`config.mk`:
```
export PLATFORM = sky130hd
export DESIGN_NAME = fifo_ctrl_8x32
export DESIGN_NICKNAME = d
export VERILOG_FILES = /design/src/rtl/fifo_pkg.sv /design/src/rtl/fifo_ns_cal.sv /design/src/rtl/fifo_ctrl_8x32.sv
export SDC_FILE = /design/constraint.sdc
export NUM_CORES = 1
export LEC_CHECK = 0
export CAP_MARGIN = 20
export CELL_PAD_IN_SITES_DETAIL_PLACEMENT = 1
export CELL_PAD_IN_SITES_GLOBAL_PLACEMENT = 1
export CORE_MARGIN = 4
export CORE_UTILIZATION = 36
export DETAILED_ROUTE_END_ITERATION = 6
export PLACE_DENSITY = 0.79
export SYNTH_ARGS = -nofsm -noshare
export SYNTH_HDL_FRONTEND = slang
export SYNTH_SLANG_ARGS = --single-unit
```
`constraint.sdc`:
```
create_clock -name clk -period 2.9 [get_ports clk]
set_clock_uncertainty 0.2 [all_clocks]
set_input_delay 0.58 -clock clk [delete_from_list [all_inputs] [get_ports clk]]
set_output_delay 0.58 -clock clk [all_outputs]
set_load 0.01 [all_outputs]
```
`src/rtl/fifo_pkg.sv`:
```
// Shared constants and FSM encoding for the 8x32 FIFO control stage.
package fifo_pkg;

    localparam int DATA_WIDTH = 32;
    localparam int DEPTH      = 8;
    localparam int ADDR_WIDTH = 3;
    localparam int CNT_WIDTH  = ADDR_WIDTH + 1;

    typedef enum logic [2:0] {
        IDLE   = 3'd0,
        WRITE  = 3'd1,
        READ   = 3'd2,
        RW     = 3'd3,
        WR_ERR = 3'd4,
        RD_ERR = 3'd5
    } state_t;

endpackage

```
`src/rtl/fifo_ns_cal.sv`:
```
// Next-state / next-count calculation: decides which requests are accepted
// from the current occupancy and classifies the edge into an FSM state.
module fifo_ns_cal
    import fifo_pkg::*;
(
    input  logic                 wr_en,
    input  logic                 rd_en,
    input  logic [CNT_WIDTH-1:0] count,
    output state_t               next_state,
    output logic [CNT_WIDTH-1:0] next_count,
    output logic                 push_ok,
    output logic                 pop_ok
);

    logic is_full;
    logic is_empty;

    assign is_full  = (count == CNT_WIDTH'(DEPTH));
    assign is_empty = (count == '0);

    // Acceptance, next occupancy and state classification for this edge.
    // A rejected request takes priority over a lone accepted one so that
    // mixed cases (full+both, empty+both) report the error state.
    always_comb begin
        push_ok    = wr_en && !is_full;
        pop_ok     = rd_en && !is_empty;
        next_count = count + CNT_WIDTH'(push_ok) - CNT_WIDTH'(pop_ok);
        next_state = IDLE;
        if (push_ok && pop_ok)
            next_state = RW;
        else if (wr_en && !push_ok)
            next_state = WR_ERR;
        else if (rd_en && !pop_ok)
            next_state = RD_ERR;
        else if (push_ok)
            next_state = WRITE;
        else if (pop_ok)
            next_state = READ;
    end

endmodule

```
`src/rtl/fifo_ctrl_8x32.sv`:
```
// 8-entry x 32-bit FIFO storage and control. Holds the entry registers and
// presents the head pointer as the downstream read-mux select.
module fifo_ctrl_8x32
    import fifo_pkg::*;
(
    input  logic                  clk,
    input  logic                  reset_n,
    input  logic                  wr_en,
    input  logic                  rd_en,
    input  logic [DATA_WIDTH-1:0] din,
    output logic [DATA_WIDTH-1:0] from_reg0,
    output logic [DATA_WIDTH-1:0] from_reg1,
    output logic [DATA_WIDTH-1:0] from_reg2,
    output logic [DATA_WIDTH-1:0] from_reg3,
    output logic [DATA_WIDTH-1:0] from_reg4,
    output logic [DATA_WIDTH-1:0] from_reg5,
    output logic [DATA_WIDTH-1:0] from_reg6,
    output logic [DATA_WIDTH-1:0] from_reg7,
    output logic [ADDR_WIDTH-1:0] rd_addr,
    output logic [CNT_WIDTH-1:0]  data_count,
    output logic                  full,
    output logic                  empty,
    output logic                  wr_ack,
    output logic                  wr_err,
    output logic                  rd_ack,
    output logic                  rd_err,
    output logic [2:0]            state
);

    logic [DEPTH-1:0][DATA_WIDTH-1:0] entry_q;
    logic [ADDR_WIDTH-1:0]            head_q;
    logic [ADDR_WIDTH-1:0]            tail_q;
    logic [CNT_WIDTH-1:0]             count_q;
    logic [CNT_WIDTH-1:0]             count_d;
    state_t                           state_q;
    state_t                           state_d;
    logic                             push_ok;
    logic                             pop_ok;

    fifo_ns_cal u_ns_cal (
        .wr_en      (wr_en),
        .rd_en      (rd_en),
        .count      (count_q),
        .next_state (state_d),
        .next_count (count_d),
        .push_ok    (push_ok),
        .pop_ok     (pop_ok)
    );

    // State register; next state comes from fifo_ns_cal.
    always_ff @(posedge clk or negedge reset_n) begin
        if (!reset_n) state_q <= IDLE;
        else          state_q <= state_d;
    end

    // Entry registers: only the slot addressed by tail is written on a push.
    // Popped entries are left intact.
    always_ff @(posedge clk or negedge reset_n) begin
        if (!reset_n) begin
            entry_q <= '0;
        end else if (push_ok) begin
            for (int i = 0; i < DEPTH; i++)
                if (tail_q == ADDR_WIDTH'(i))
                    entry_q[i] <= din;
        end
    end

    // Head/tail pointers; 3-bit width gives the mod-8 wrap for free.
    always_ff @(posedge clk or negedge reset_n) begin
        if (!reset_n) begin
            head_q <= '0;
            tail_q <= '0;
        end else begin
            if (pop_ok)  head_q <= head_q + 1'b1;
            if (push_ok) tail_q <= tail_q + 1'b1;
        end
    end

    // Occupancy and flags, all taken from the next count so they agree.
    always_ff @(posedge clk or negedge reset_n) begin
        if (!reset_n) begin
            count_q <= '0;
            full    <= 1'b0;
            empty   <= 1'b1;
        end else begin
            count_q <= count_d;
            full    <= (count_d == CNT_WIDTH'(DEPTH));
            empty   <= (count_d == '0);
        end
    end

    // Handshake pulses describing the most recent edge only.
    always_ff @(posedge clk or negedge reset_n) begin
        if (!reset_n) begin
            wr_ack <= 1'b0;
            wr_err <= 1'b0;
            rd_ack <= 1'b0;
            rd_err <= 1'b0;
        end else begin
            wr_ack <= push_ok;
            wr_err <= wr_en && !push_ok;
            rd_ack <= pop_ok;
            rd_err <= rd_en && !pop_ok;
        end
    end

    assign from_reg0  = entry_q[0];
    assign from_reg1  = entry_q[1];
    assign from_reg2  = entry_q[2];
    assign from_reg3  = entry_q[3];
    assign from_reg4  = entry_q[4];
    assign from_reg5  = entry_q[5];
    assign from_reg6  = entry_q[6];
    assign from_reg7  = entry_q[7];
    assign rd_addr    = head_q;
    assign data_count = count_q;
    assign state      = state_q;

endmodule
```
== Word level (Yosys, flattened, before mapping) ==
Cells that the tools add are included.

* Memories kept: 0
* Output and inout port bits: 272
* Bits of input ports: 36
* Bits in writable memories: 0
* Bits in latches: 0
* Register bits after elaboration: 275
* ROM bits: 0

* Shift-type cells: 0
* Add/subtract/negate cells: 4
* Multiplexer cells: 5
* Bitwise gates (word level): 0
* Magnitude comparators: 0
* Equal/unequal tests: 9
* Reductions and logical operators: 20
* Multipliers: 0
* Divide/modulo/power cells: 0

{| class="wikitable"
|+ Operators with widths
! operator !! number
|-
| 2-bit AND reduction || 8
|-
| 3-bit equality test, second input constant || 4
|-
| 3-bit two-way mux || 4
|-
| 4-bit equality test, second input constant || 2
|-
| 4-bit zero test || 2
|-
| 3-bit by 1-bit adder with 3-bit output, second input constant || 2
|-
| 3-bit by 2-bit equality test with 1-bit output, second input constant || 2
|-
| 1-bit logical AND || 5
|-
| 4-bit by 1-bit adder with 4-bit output || 1
|-
| 1-bit zero test || 4
|-
| 4-bit by 1-bit subtractor with 4-bit output || 1
|-
| 3-bit by 1-bit equality test with 1-bit output, second input constant || 1
|-
| 3-bit zero test || 1
|-
| 2-bit two-way mux || 1
|}

== Longest topological paths before layout ==
* Depth in word-level cells: 8
* Depth in mapped cells: 12
* Mapped depth without buffers: 11

== Modules after synthesis ==
Synthesis repeated with hierarchy kept, for this count alone.

* Cell total of the unflattened synthesis: 612
* Area, all modules: 10,457.5 um^2

{| class="wikitable"
|+ Modules (own cells, without submodules)
! module !! cells each !! area an instance (um^2) !! instances !! sequential area each (um^2)
|-
| fifo_ctrl_8x32 || 586 || 10,246.1 || 1 || 6,882.9
|-
| fifo_ns_cal || 26 || 211.5 || 1 || 0.0
|}

== Worst setup path after synthesis ==
No wires, ideal clock.

* Path kind: reg-to-reg
* Start point: reg count_q[2] (netlist: data_count[2])
* End point: reg empty
* Required time: 2,625 ps
* Setup time: 75 ps
* Cell stages (with the launch flop): 12
* Buffers on the path: 1
* Arrival: 2,945 ps
* Slack: -320 ps
* Period minus slack after synthesis: 3,220 ps
* Path through: dfrtp_1 inv_1 ha_1 or3b_1 buf_6 nand2_1 ha_1 inv_1 ha_1 fa_1 or4b_2 mux2i_1

* Cells in the longest elaborated chain, start to end: 6
* Elaborated cells on any way between the ends: 9
* Classes of those cells: add/sub: 2; eq/ne: 1; reduce/logical: 6

{| class="wikitable"
|+ Ends and longest elaborated chain
! item !! RTL line !! RTL
|-
| from (decl) || fifo_ctrl_8x32.sv:33 || <nowiki>logic [CNT_WIDTH-1:0] count_q;</nowiki>
|-
| from (signal assigned) || fifo_ctrl_8x32.sv:86 || <nowiki>count_q <= count_d;</nowiki>
|-
| 4-bit equality test || fifo_ns_cal.sv:18 || <nowiki>assign is_full = (count == CNT_WIDTH'(DEPTH));</nowiki>
|-
| 1-bit zero test || fifo_ns_cal.sv:25 || <nowiki>push_ok = wr_en && !is_full;</nowiki>
|-
| 1-bit logical AND || fifo_ns_cal.sv:25 ||
|-
| 4-bit by 1-bit adder with 4-bit output || fifo_ns_cal.sv:27 || <nowiki>next_count = count + CNT_WIDTH'(push_ok) - CNT_WIDTH'(pop_ok);</nowiki>
|-
| 4-bit by 1-bit subtractor with 4-bit output (*) || fifo_ns_cal.sv:27 ||
|-
| named net count_d[1] || fifo_ctrl_8x32.sv:34 || <nowiki>logic [CNT_WIDTH-1:0] count_d;</nowiki>
|-
| 4-bit zero test (*) || fifo_ctrl_8x32.sv:88 || <nowiki>empty <= (count_d == '0);</nowiki>
|-
| to (signal assigned) || fifo_ctrl_8x32.sv:88 ||
|-
| to (decl) || fifo_ctrl_8x32.sv:22 || <nowiki>output logic empty,</nowiki>
|}

The timed path passes the listed nets; every way through them passes the cells marked *.
A chain may end at the register's enable or synchronous reset.

== Final worst setup path ==
Same ends and word-level chain as after synthesis.

==> results.md <==
* Vias in the first global route at roughly 7600
* Nets at approximately 1000
* Slew Viols, Final at 0
* Initial antenna violation count at 0
* Count of final hold-check violations at 0
* CTS Buf Count at 31
* CTS tree: built
* Most frequent cells in the layout: 306 x clkdlybuf4s50_1, 274 x dfrtp_1, 210 x mux2_4
* Crit. End Element: register
* Worst slew pin tran at around 650 ps
* Number of synthesized register bits at ~280
* Hold Crit Endpoint: rd_addr[2]$_DFFE_PN0P_
* PwrDens at about 1300 nW/um^2
* First DRT Iteration DRCs at roughly 150
* First-pass GRT wire length at ~50000 um
* Final min period at 2893 ps
* Gp weighted congestion at 0.7407
* Fmax at roughly 350 MHz
* Initial Util at a little over a third
* # diodes at 0
* Synthesis Warnings at 0
* CP required at between 3000 and 4000 ps
* Synth unique cells at 32
* Worst VDD drop at 0.6431 mV
* Final cell count without fillers at about 1400
* Setup TNS at 0 ps
* Sink Count at ~280
* Setup slack, reg-to-reg at ~6.5 ps
* Mapped Cells at between 600 and 700
* Area delta synth->final at 42.31%
* Dpl cells at around 1300
* Htree depth at 1
* CTS Buffer Depth at 3
* Reg2Reg Depth at 10
* Rel. slew slack at 56.64%
* Router iterations before antenna repair at 4
* Tot Pwr at a little over 20 mW
* Clock slew at reported path FFs at around 60 ps
* Status: complete, no violations
* DIE AREA at around 35000 um^2
* Largest net degree at the start of global routing at about 80
* Critical path fanouts, max at 3
* Clk_lat worst skew at between 500 and 600 ps
* Post-synth ARST share at between 90% and 100%
* I/O pins at 308
* HP Class: register to register
* Average size of a mapped cell at 18.29 um^2
* DRC at 0
* Final setup viols at 0
* Final Routed Wirelength at between 30000 and 40000 um
* Post-detailed-route via-to-cell ratio at roughly 4.7
* Commonest non-fill, non-tap cell in the layout: clkdlybuf4s50_1
* Post-synth top flop: dfrtp_1
* # Max-Cap Violations at 0
* EDFF count, synth at 0
* Total grt overflow at 0
* Period utilisation layout at between 90% and 100%
* DP HPWL at around 22000 um
* Pleak at roughly 7.2 nW
* Worst Hold Path Cells at 1
* Layout cells sized above 1 at around 36%
* Register area share after synthesis at approximately three fifths
* Mapped Nets at between 600 and 700
* ANT nets after route at 0
* Wirelength per Cell at around 23 um
* Startpoint types: register
* Worst hold start: rd_addr[2]$_DFFE_PN0P_
* Crit path DAT at between 3000 and 4000 ps
* CTS Root Cell: clkbuf_16
* Die height at 186.5 um
* Core area at 31470 um^2
* Vias at 6627
* I/O Buffers at between 300 and 400
* Reg2reg start: data_count[2]$_DFF_PN0_
* Placement Rows at 65
* Die X at between 150 and 200 um
* Unrepaired setup endpoints after global routing: yes
* Reg2reg end: empty$_DFF_PN1_
* Gr usage total at about 18%
* Critical path class: register to register
* Area of the mapped netlist at between 10000 and 15000 um^2
-- synth_stat cells (2+ instances only) --
master	instances	area share [%]
a21o_1	2	0.13
xor2_1	4	0.31
ha_1	14	1.5
mux2i_1	3	0.26
nor2_1	3	0.098
and3_4	2	0.20
buf_6	23	2.3
mux2_2	32	3.1
nand2_1	3	0.098
and4_4	2	0.20
dfrtp_1	274	60
inv_1	10	0.33
mux2_1	15	1.5
and3_1	4	0.22
mux2_4	210	27
buf_2	3	0.13
clkbuf_1	2	0.065
buf_12	6	1.0
a21oi_1	2	0.087
-- critical path, stage by stage (launching register included) --
cell and delay (ps):
dfrtp_1 390, inv_2 90, ha_4 140, or3b_4 390, nand2_4 80, ha_4 200, inv_4 50, ha_4 130
fa_2 460, or4b_4 530, mux2i_1 160
-- through the flow --
stage               area [um^2]  worst slack [ps]  hold slack, ps  utilization (%)
finish                    16320             6.521           273.0            51.85
floorplan                 11510            -60.87           84.41                -
global placement          15200            -311.0           261.4            48.30
global route              16320            -108.9           302.5            51.85
detailed placement        15200            -419.8           264.0            48.30
CTS                       16300            -13.84           280.6            51.78
-- routing by layer --
| layer | GRT usage (%) | up-vias | routed length (um) |
|---|---|---|---|
| met5 | 0 | - | 0 |
| met4 | 3.385 | 0 | 635 |
| met3 | 4.583 | 37 | 1917 |
| met2 | 31.98 | 202 | 16130 |
| met1 | 23.40 | 3497 | 13840 |
| li1 | - | 2891 | - |
-- cell type report --
cell class	instances	area, um^2
sequential	275	6883
inverter	10	40.04
clock inverter	14	156.4
timing repair buffer	350	3628
clock buffer	42	897.1
multi-input combinational	308	4212
fill	2995	15150
tap	402	503.0
-- sequential cells by signal, summed over array words and instances (netlist names), 4 cells and up --
signal      cells
from_reg0      32
from_reg1      32
from_reg2      32
from_reg3      32
from_reg4      32
from_reg5      32
from_reg6      32
from_reg7      32
data_count      4
-- worst max-delay path by stage --
stage / startpoint / endpoint
finish: data_count[2]$_DFF_PN0_ / empty$_DFF_PN1_
global route: data_count[2]$_DFF_PN0_ / full$_DFF_PN0_
CTS: data_count[2]$_DFF_PN0_ / empty$_DFF_PN1_
detailed placement: rd_en / empty$_DFF_PN1_
global placement: rd_en / empty$_DFF_PN1_
floorplan: data_count[2]$_DFF_PN0_ / empty$_DFF_PN1_
-- kinds of logic after synthesis --
kind of cell,count (synthesis),synth area share [%]
buffers and inverters,44,3.830
xor gates and xnor gates,5,0.3819
adders and majority gates,15,1.702
DFF,275,60.02
and+or+nand+nor,20,1.211
muxes,260,32.37
AOI/OAI and AO/OA,8,0.4801
-- repair_timing --
item                       in CTS  in global routing
resized for setup               3                  2
pin swaps                       2                  0
hold endpoints to repair       64                  0
setup endpoints to repair       2                  2
setup buffers                   2                  2
hold buffers                    1                  0
-- power breakdown --
group | switching, mW | internal [mW] | leakage [nW]
registers | 1.21 | 5.77 | 3.31
clock network | 1.59 | 2.42 | 0.518
logic | 3.55 | 6.20 | 3.40
total | 6.35 | 14.4 | 7.23
No activity file was read; power rests on OpenSTA's default activity.
